**config.mk**
```make
export PLATFORM = sky130hd
export DESIGN_NAME = jit_bytecode_translator
export DESIGN_NICKNAME = d
export VERILOG_FILES = /design/src/rtl/jit_pkg.sv /design/src/rtl/jit_operand_patch.sv /design/src/rtl/jit_bytecode_translator.sv
export SDC_FILE = /design/constraint.sdc
export NUM_CORES = 1
export LEC_CHECK = 0
export ABC_AREA = 1
export BUFFER_PORTS_ARGS = -buffer_cell sky130_fd_sc_hd__buf_2
export CAP_MARGIN = 10
export CELL_PAD_IN_SITES_DETAIL_PLACEMENT = 1
export CELL_PAD_IN_SITES_GLOBAL_PLACEMENT = 2
export CORE_MARGIN = 4
export CORE_UTILIZATION = 25
export DETAILED_ROUTE_END_ITERATION = 12
export PLACE_DENSITY = 0.85
export SYNTH_ARGS = -nofsm -noshare
export SYNTH_HDL_FRONTEND = slang
export SYNTH_SLANG_ARGS = --single-unit
```
**constraint.sdc**
```tcl
create_clock -name clk -period 1.7 [get_ports clk]
set_input_delay 0 -clock clk [delete_from_list [all_inputs] [get_ports clk]]
set_output_delay 0 -clock clk [all_outputs]
set_load 0.02 [all_outputs]
```
**src/rtl/jit_pkg.sv**
```systemverilog
// Shared types and constants for the JVM-to-ARM bytecode translator.
package jit_pkg;

  typedef enum logic [1:0] {
    FETCH_OP,
    DECODE,
    FETCH_PARAM,
    EMIT
  } state_e;

  localparam logic [7:0] OPC_WIDE    = 8'hC4;  // JVM 'wide' prefix
  localparam logic [2:0] CNT_UNKNOWN = 3'd7;   // lookup ROM marker for unknown opcodes
  localparam int         UADDR_END   = 0;      // microcode "no entry" / end of chain
  localparam int         PATCH_LSB   = 0;      // operand field position in ARM word
  localparam int         PATCH_W     = 12;     // operand field width in ARM word

endpackage

```
**src/rtl/jit_operand_patch.sv**
```systemverilog
// Merges the collected operand into a microcode template word and flags
// operands that do not fit in the patch field.
module jit_operand_patch
  import jit_pkg::*;
#(
  parameter int WORD_W = 32,
  parameter int OP_W   = 32
) (
  input  logic [WORD_W-1:0] word_i,
  input  logic [OP_W-1:0]   operand_i,
  input  logic              patch_i,
  output logic [WORD_W-1:0] word_o,
  output logic              range_err_o
);

  // Replace the operand field of the template when the word is flagged.
  always_comb begin
    word_o = word_i;
    if (patch_i) word_o[PATCH_LSB +: PATCH_W] = operand_i[PATCH_W-1:0];
  end

  // Any set bit above the field means the emitted value is truncated.
  assign range_err_o = patch_i && (|operand_i[OP_W-1:PATCH_W]);

endmodule

```
**src/rtl/jit_bytecode_translator.sv**
```systemverilog
// JVM bytecode to ARM translator: fetches opcode and operand bytes, then
// walks a chained microcode ROM emitting (optionally patched) ARM words.
module jit_bytecode_translator
  import jit_pkg::*;
#(
  parameter int UADDR_W = 8,
  parameter int WORD_W  = 32,
  parameter int MAX_OPS = 4,
  parameter int CNT_W   = 16
) (
  input  logic               clk,
  input  logic               rst_n,
  input  logic               flush,
  input  logic               byte_valid,
  input  logic [7:0]         byte_data,
  output logic               byte_ready,
  output logic [7:0]         lk_opcode,
  input  logic [2:0]         lk_count,
  input  logic [UADDR_W-1:0] lk_entry,
  output logic [UADDR_W-1:0] uc_addr,
  input  logic [WORD_W-1:0]  uc_word,
  input  logic [UADDR_W-1:0] uc_next,
  input  logic               uc_patch,
  output logic               out_valid,
  output logic [WORD_W-1:0]  out_word,
  input  logic               out_ready,
  output logic               busy,
  output logic               err_unknown,
  output logic               err_range,
  output logic [CNT_W-1:0]   instr_count
);

  localparam int OP_W = 8 * MAX_OPS;
  localparam logic [UADDR_W-1:0] END_ADDR = UADDR_W'(UADDR_END);

  state_e             state_q, state_d;
  logic [7:0]         opcode_q, opcode_d;
  logic               wide_q, wide_d;
  logic [OP_W-1:0]    operand_q, operand_d;
  logic [3:0]         remaining_q, remaining_d;
  logic [UADDR_W-1:0] uc_addr_q, uc_addr_d;
  logic [CNT_W-1:0]   instr_count_q, instr_count_d;
  logic               err_range_q, err_range_d;

  logic [3:0]         n_ops;
  logic [WORD_W-1:0]  patched_word;
  logic               patch_range_err;

  jit_operand_patch #(
    .WORD_W (WORD_W),
    .OP_W   (OP_W)
  ) u_patch (
    .word_i      (uc_word),
    .operand_i   (operand_q),
    .patch_i     (uc_patch),
    .word_o      (patched_word),
    .range_err_o (patch_range_err)
  );

  // Operand byte count, doubled under a preceding 'wide' prefix.
  assign n_ops = wide_q ? {lk_count, 1'b0} : {1'b0, lk_count};

  // State register and datapath registers.
  // NOTE: sequential state uses non-blocking assignments so every register
  // samples pre-edge values regardless of block evaluation order.
  always_ff @(posedge clk or negedge rst_n) begin
    if (!rst_n) begin
      state_q       <= FETCH_OP;
      opcode_q      <= '0;
      wide_q        <= 1'b0;
      operand_q     <= '0;
      remaining_q   <= '0;
      uc_addr_q     <= '0;
      instr_count_q <= '0;
      err_range_q   <= 1'b0;
    end else begin
      state_q       <= state_d;
      opcode_q      <= opcode_d;
      wide_q        <= wide_d;
      operand_q     <= operand_d;
      remaining_q   <= remaining_d;
      uc_addr_q     <= uc_addr_d;
      instr_count_q <= instr_count_d;
      err_range_q   <= err_range_d;
    end
  end

  // Next-state and handshake outputs; flush overrides everything at the end.
  always_comb begin
    // NOTE: every signal gets a default first so no path infers a latch.
    state_d       = state_q;
    opcode_d      = opcode_q;
    wide_d        = wide_q;
    operand_d     = operand_q;
    remaining_d   = remaining_q;
    uc_addr_d     = uc_addr_q;
    instr_count_d = instr_count_q;
    err_range_d   = err_range_q;
    byte_ready    = 1'b0;
    out_valid     = 1'b0;
    err_unknown   = 1'b0;

    case (state_q)
      FETCH_OP: begin
        byte_ready = 1'b1;
        if (byte_valid) begin
          opcode_d = byte_data;
          state_d  = DECODE;
        end
      end
      DECODE: begin
        if (opcode_q == OPC_WIDE) begin
          wide_d  = 1'b1;
          state_d = FETCH_OP;
        end else if (lk_count == CNT_UNKNOWN || int'(n_ops) > MAX_OPS) begin
          err_unknown = 1'b1;
          wide_d      = 1'b0;
          state_d     = FETCH_OP;
        end else if (n_ops == 4'd0) begin
          uc_addr_d = lk_entry;
          operand_d = '0;
          state_d   = EMIT;
        end else begin
          remaining_d = n_ops;
          operand_d   = '0;
          state_d     = FETCH_PARAM;
        end
      end
      FETCH_PARAM: begin
        byte_ready = 1'b1;
        if (byte_valid) begin
          operand_d   = {operand_q[OP_W-9:0], byte_data};
          remaining_d = remaining_q - 4'd1;
          if (remaining_q == 4'd1) begin
            uc_addr_d = lk_entry;
            state_d   = EMIT;
          end
        end
      end
      EMIT: begin
        if (uc_addr_q == END_ADDR) begin
          instr_count_d = instr_count_q + CNT_W'(1);
          wide_d        = 1'b0;
          state_d       = FETCH_OP;
        end else begin
          out_valid = 1'b1;
          if (out_ready) begin
            if (patch_range_err) err_range_d = 1'b1;
            if (uc_next != END_ADDR) begin
              uc_addr_d = uc_next;
            end else begin
              instr_count_d = instr_count_q + CNT_W'(1);
              wide_d        = 1'b0;
              state_d       = FETCH_OP;
            end
          end
        end
      end
      default: state_d = FETCH_OP;
    endcase

    // Abort: discard the partial instruction and any same-edge transfer.
    if (flush) begin
      state_d       = FETCH_OP;
      wide_d        = 1'b0;
      remaining_d   = '0;
      opcode_d      = opcode_q;
      operand_d     = operand_q;
      uc_addr_d     = uc_addr_q;
      instr_count_d = instr_count_q;
      err_range_d   = err_range_q;
      err_unknown   = 1'b0;
    end
  end

  assign lk_opcode   = opcode_q;
  assign uc_addr     = uc_addr_q;
  assign out_word    = out_valid ? patched_word : '0;
  assign busy        = (state_q != FETCH_OP);
  assign err_range   = err_range_q;
  assign instr_count = instr_count_q;

endmodule

```
# Word level (Yosys, flattened, before mapping)
# Cells that the tools add are included.
# word_totals
register_bits	72
input_bits	65
word_cells	109
# classes
add_sub_neg	2
order_cmp	1
eq_ne	24
mux	50
bitwise_logic	2
reduce_logical	22
# ops
cell	n
two-way mux 32 bit	4
two-way mux 8 bit	8
case mux 32 bit (2 select lines)	1
two-way mux 16 bit	3
two-way mux 4 bit	6
case mux 8 bit (3 select lines)	1
AND reduction 5 bit	4
OR reduction 20 bit	1
two-way mux 2 bit	9
!= test 2 bit, second input constant	9
!= test 3 bit, second input constant	6
adder 16 x 1 -> 16 bit, second input constant	1
two-way mux 1 bit	14
two-way mux 12 bit	1
!= test 4 bit, second input constant	3
AND reduction 10 bit	1
nonzero test 3 bit	3
equality test 8 bit, second input constant	1
logical NOT 8 bit	1
case mux 2 bit (4 select lines)	1
case mux 4 bit (2 select lines)	1
AND reduction 4 bit	2
nonzero test 8 bit	1
nonzero test 2 bit	3
14 further kinds	16

# Logic depth before layout (Yosys ltp)
# depth
ltp_word	7
mapped_depth	11
mapped_depth_nobuf	10

# Hierarchy
# From an unflattened synthesis, not the netlist that was laid out.
# hier_totals
hier_cells	717
hier_area_um2	4922.2
# by_module_without_submodules
mod	instances	cells_per_inst	area_each_um2	seq_area_each_um2
jit_bytecode_translator	1	664	4513.1	1801.7
jit_operand_patch	1	53	409.1	0.0

# Worst setup path after synthesis
# Ideal clock, no wire load.
# synth_path
kind	register to register
from	register state_q[0]
to	register uc_addr_q[1], in the netlist uc_addr[1]
setup_time_ps	118
t_arrival_ps	1565
required_ps	1582
slack_ps	17
path_stages_with_launch	12
cell_sequence	dfrtp_1 -> inv_1 -> ha_1 -> buf_4 -> inv_4 -> nor2_4 -> nor2_8 -> nand3_4 -> nor2_8 -> nand2_4 -> nand2_1 -> nand2_1
# synth_between
elab_chain_cells	3
# synth_lines
element	line_no	source
start: declaration	jit_bytecode_translator.sv:36	state_e state_q, state_d;
start signal: assignment	jit_bytecode_translator.sv:77	state_q <= state_d;
equality test 2 bit / equality test 2 x 1 -> 1 bit (equally long branches)	jit_bytecode_translator.sv:103	case (state_q)
!= test 2 bit (no source line) / nonzero test 3 bit (equally long branches)	--	
AND reduction 10 bit (no source line)	--	
end signal: assignment	jit_bytecode_translator.sv:82	uc_addr_q <= uc_addr_d;
end: declaration	jit_bytecode_translator.sv:41	logic [UADDR_W-1:0] uc_addr_q, uc_addr_d;
# Parallel ways exist; a longest one is shown, timed or not.
# A chain may end at the register's enable or synchronous reset.

# Worst setup path in the final report
# layout_path
from	register state_q[0]
to	output port out_word[3]
# layout_between
elab_chain_cells	3
# layout_lines
element	line_no	source
equality test 2 bit	jit_bytecode_translator.sv:103	
two-way mux 1 bit	jit_bytecode_translator.sv:103	
two-way mux 32 bit	jit_bytecode_translator.sv:178	assign out_word = out_valid ? patched_word : '0;
end: declaration	jit_bytecode_translator.sv:25	output logic [WORD_W-1:0] out_word,
# Every way passes these cells.

==> flow_metrics.py <==
metrics = {
    "yosys": {
        "seq_area_frac_synth_pct": 39.3,
        "netlist_instances": 667,
        "synth_fp_nets": 740,
        "yosysWarnings": 0,
        "ys_types": 36,
        "synth_area_leaders": "dfrtp_1, nand2_1, inv_1",
        "synth_top_cell_by_area": "dfrtp_1",
        "synth_xor_area_share_pct": 2.67,
        "synth.cell_area_mm2": 0.00459,
        "synth.ff_latch_count": 72,
        "synthTopCellsByCount": "nand2_1, inv_1, dfrtp_1",
        "synthMuxAreaShare_pct": 0.491,
        "synth_compound_area_share_pct": 5.07,
        "ys.flop_type": "dfrtp_1",
        "synth-edff-count": 0,
        "synthAdderAreaFrac_pct": 2.18,
        "synthSimpleGateAreaFrac_pct": 39.3,
        "synth_most_common_cell": "nand2_1",
        "yosysTopAreaCellShare_pct": 39.3,
        "async_reset_ff_share_pct": 100,
        "avgSynthCellArea_um2": 6.88,
        "synth_top_family_by_area": "simple AND/OR/NAND/NOR gates",
    },
    "power_and_ir_drop": {
        "switching_share_pct": 39.8,
        "leakage_nw": 3.55,
        "vdd_drop_max_mv": 0.807,
        "cellPowerDensity_mw_per_mm2": 1090,
        "p_int_mw": 4.15,
        "p_seq_share_pct": 32.6,
        "p_switching_mw": 2.74,
        "comb_power_share_pct": 40.8,
        "p_clk_share_pct": 26.5,
    },
    "clock_tree": {
        "cts_sinks": 72,
        "h-tree-depth": 3,
        "cts_tree": "yes",
        "clockRootBuffer": "clkbuf_16",
        "clk_latency_ps": 340,
        "cts.clk_slew.worst_paths_ps": 60,
        "cts_buffer_depth": 2,
        "numCtsBuffers": 9,
    },
    "finish": {
        "syn_to_final_growth_pct": 38.3,
        "fin_area_mm2": 0.00635,
        "instances_no_fill": 1052,
        "antenna_cells": 0,
        "drive_gt1_share_pct": 29.3,
        "finalNetCount": 894,
    },
    "timing": {
        "final.setup.tns_ps": 0,
        "min_period_ps": 1650,
        "final_hold_viol_count": 0,
        "rsz0062_at_grt": "true",
        "maxSlewViolCount": 0,
        "finalCritPeriodShare_pct": 97.2,
        "setup_viol": 0,
        "fin_worst_skew_ps": 6.43,
        "holdWs_ps": 19.2,
        "relSlewSlack_pct": 68.9,
        "tightest_slew_ps": 465,
        "setup_ws_ps": 47.7,
        "clock.fmax_mhz": 605,
    },
    "detailed_routing": {
        "ant_nets": 0,
        "viasPerCell": 4.44,
        "drt-total-wl_um": 14600,
        "drt-initial-drc-count": 138,
        "drt-pass1-iter-count": 4,
        "route.detailed.drc": 0,
        "vias": 4670,
        "avgRoutedWirePerCell_um": 13.9,
    },
    "global_routing": {
        "grt_max_degree": 48,
        "grt_overflow": 0,
        "grt_pass1_vias": 4678,
        "grt_pass1_wl_um": 23100,
        "antenna_found_initial": 0,
        "grt_usage_pct": 13.9,
    },
    "place": {
        "pre_cts_ws_ps": -6.31,
        "place_hpwl_um": 10300,
        "io_buffers": 133,
        "placedCellCount": 1018,
        "routabilityCongestion": 0.796,
        "placement.cell_area_mm2": 0.00557,
    },
    "floorplanning": {
        "rows": 49,
        "io_pins": 134,
        "chipWidth_um": 143,
        "die_area_mm2": 0.0206,
        "initial_core_util_pct": 25.5,
        "core_mm2": 0.0180,
        "die_y_um": 143,
    },
    "setup_path": {
        "endpoint_kind": "output port",
        "required_ps": 1700,
        "worstPathMaxFanout": 16,
        "cp.arrival_ps": 1650,
        "worstSetupPathType": "flop to output port",
        "cp-start-kind": "flop",
    },
    "outcome": {
        "status": "finished, final reports clean",
    },
    "min_path": {
        "holdCritPathClass": "input port to flop",
    },
    "run": {
        "drv_cap": 0,
    },
}
## cell families after synthesis
group	count (synthesis)
AOI/OAI and AO/OA	44
and+or+nand+nor	407
adders and majority gates	8
DFF	72
muxes	2
xor gates and xnor gates	14
buffers and inverters	120
## power by group through the flow
stage	logic (mW)	clock network, mW	registers (mW)
6_report	2.81	1.83	2.25
5_1_grt	3.12	1.97	2.29
4_1_cts	2.58	1.89	2.26
3_5_place_dp	2.53	0	2.28
3_3_place_gp	2.48	0	2.28
2_1_floorplan	1.38	0	2.49
## through the flow
step,util (%),total power [mW]
floorplan,-,3.87
global placement,30.9,4.76
detailed placement,30.9,4.81
CTS,33.3,6.74
global route,35.2,7.38
finish,35.2,6.89
## cells in the final DEF, fill, tap and decap left out, types with 3 or more instances in the layout
cell	instances
nand2_1	248
buf_2	102
inv_1	81
dfrtp_1	70
nor2_1	55
buf_4	44
nand4_1	35
nand3_1	26
nor2_2	12
a21oi_1	11
o21ai_1	11
xor2_1	10
clkbuf_16	9
dlygate4sd3_1	9
buf_6	8
inv_2	7
a21oi_2	7
nor3_1	7
nand2_2	6
o21ai_0	6
buf_12	6
a21oi_4	5
ha_1	5
nand3_2	4
xnor2_1	4
clkbuf_8	4
nor2_4	3
inv_4	3
## metal layers
| layer | vias to the layer above | wire, um | track usage, % | part of all wire, % |
|---|---|---|---|---|
| li1 | 2375 | - | - | - |
| met1 | 2200 | 6470 | 17.4 | 44 |
| met2 | 85 | 7280 | 24.0 | 50 |
| met3 | 10 | 687 | 3.46 | 4.7 |
| met4 | 0 | 148 | 3.27 | 1.0 |
| met5 | - | 0 | 0 | 0 |
## layout make-up
| type | instances | area (um2) |
|---|---|---|
| clock buffer | 13 | 280 |
| fill | 2312 | 11700 |
| inverter | 93 | 378 |
| sequential | 72 | 1800 |
| multi-input combinational | 475 | 2440 |
| tap | 229 | 287 |
| timing repair buffer | 169 | 1140 |
| timing repair inverter | 1 | 16.3 |
## flip-flops by register name, summed over array words and instances (netlist names)
signal and flops:
instr_count 16, operand_q 32, lk_opcode 8, uc_addr 8
err_range 1, remaining_q 4, state_q 2, wide_q 1
## path summary, 6_finish.rpt
path / slack [ps] / endpoint / depth (start not counted) / startpoint
worst max register to register: 70 / remaining_q[1]$_DFFE_PN0P_ / 9 / state_q[0]$_DFFE_PN0P_
worst min register to register: 470 / operand_q[30]$_DFFE_PN0P_ / 2 / operand_q[30]$_DFFE_PN0P_
min in group asynchronous: 120 / uc_addr[3]$_DFFE_PN0P_ / 2 / rst_n
worst min-delay path: 20 / uc_addr[2]$_DFFE_PN0P_ / 5 / lk_entry[2]
worst max-delay path: 50 / out_word[3] / 8 / state_q[0]$_DFFE_PN0P_
max in group asynchronous: 970 / state_q[1]$_DFFE_PN0P_ / 3 / rst_n
## repair_timing
action,in CTS,in global routing
resized for setup,21,71
hold buffers,9,0
pin swaps,1,4
cloned,0,1
buffers inserted,1,10
endpoints found under the setup margin,37,48
endpoints found under the hold margin,80,0
## worst max-delay path, cell delays in order, from the launching register on
cell and delay [ps]:
dfrtp_1 360, buf_6 130, ha_4 130, inv_2 50, nor2_4 140, buf_12 170
inv_16 60, a21oi_2 110, buf_4 150
Power figures use the tool's default switching activity.
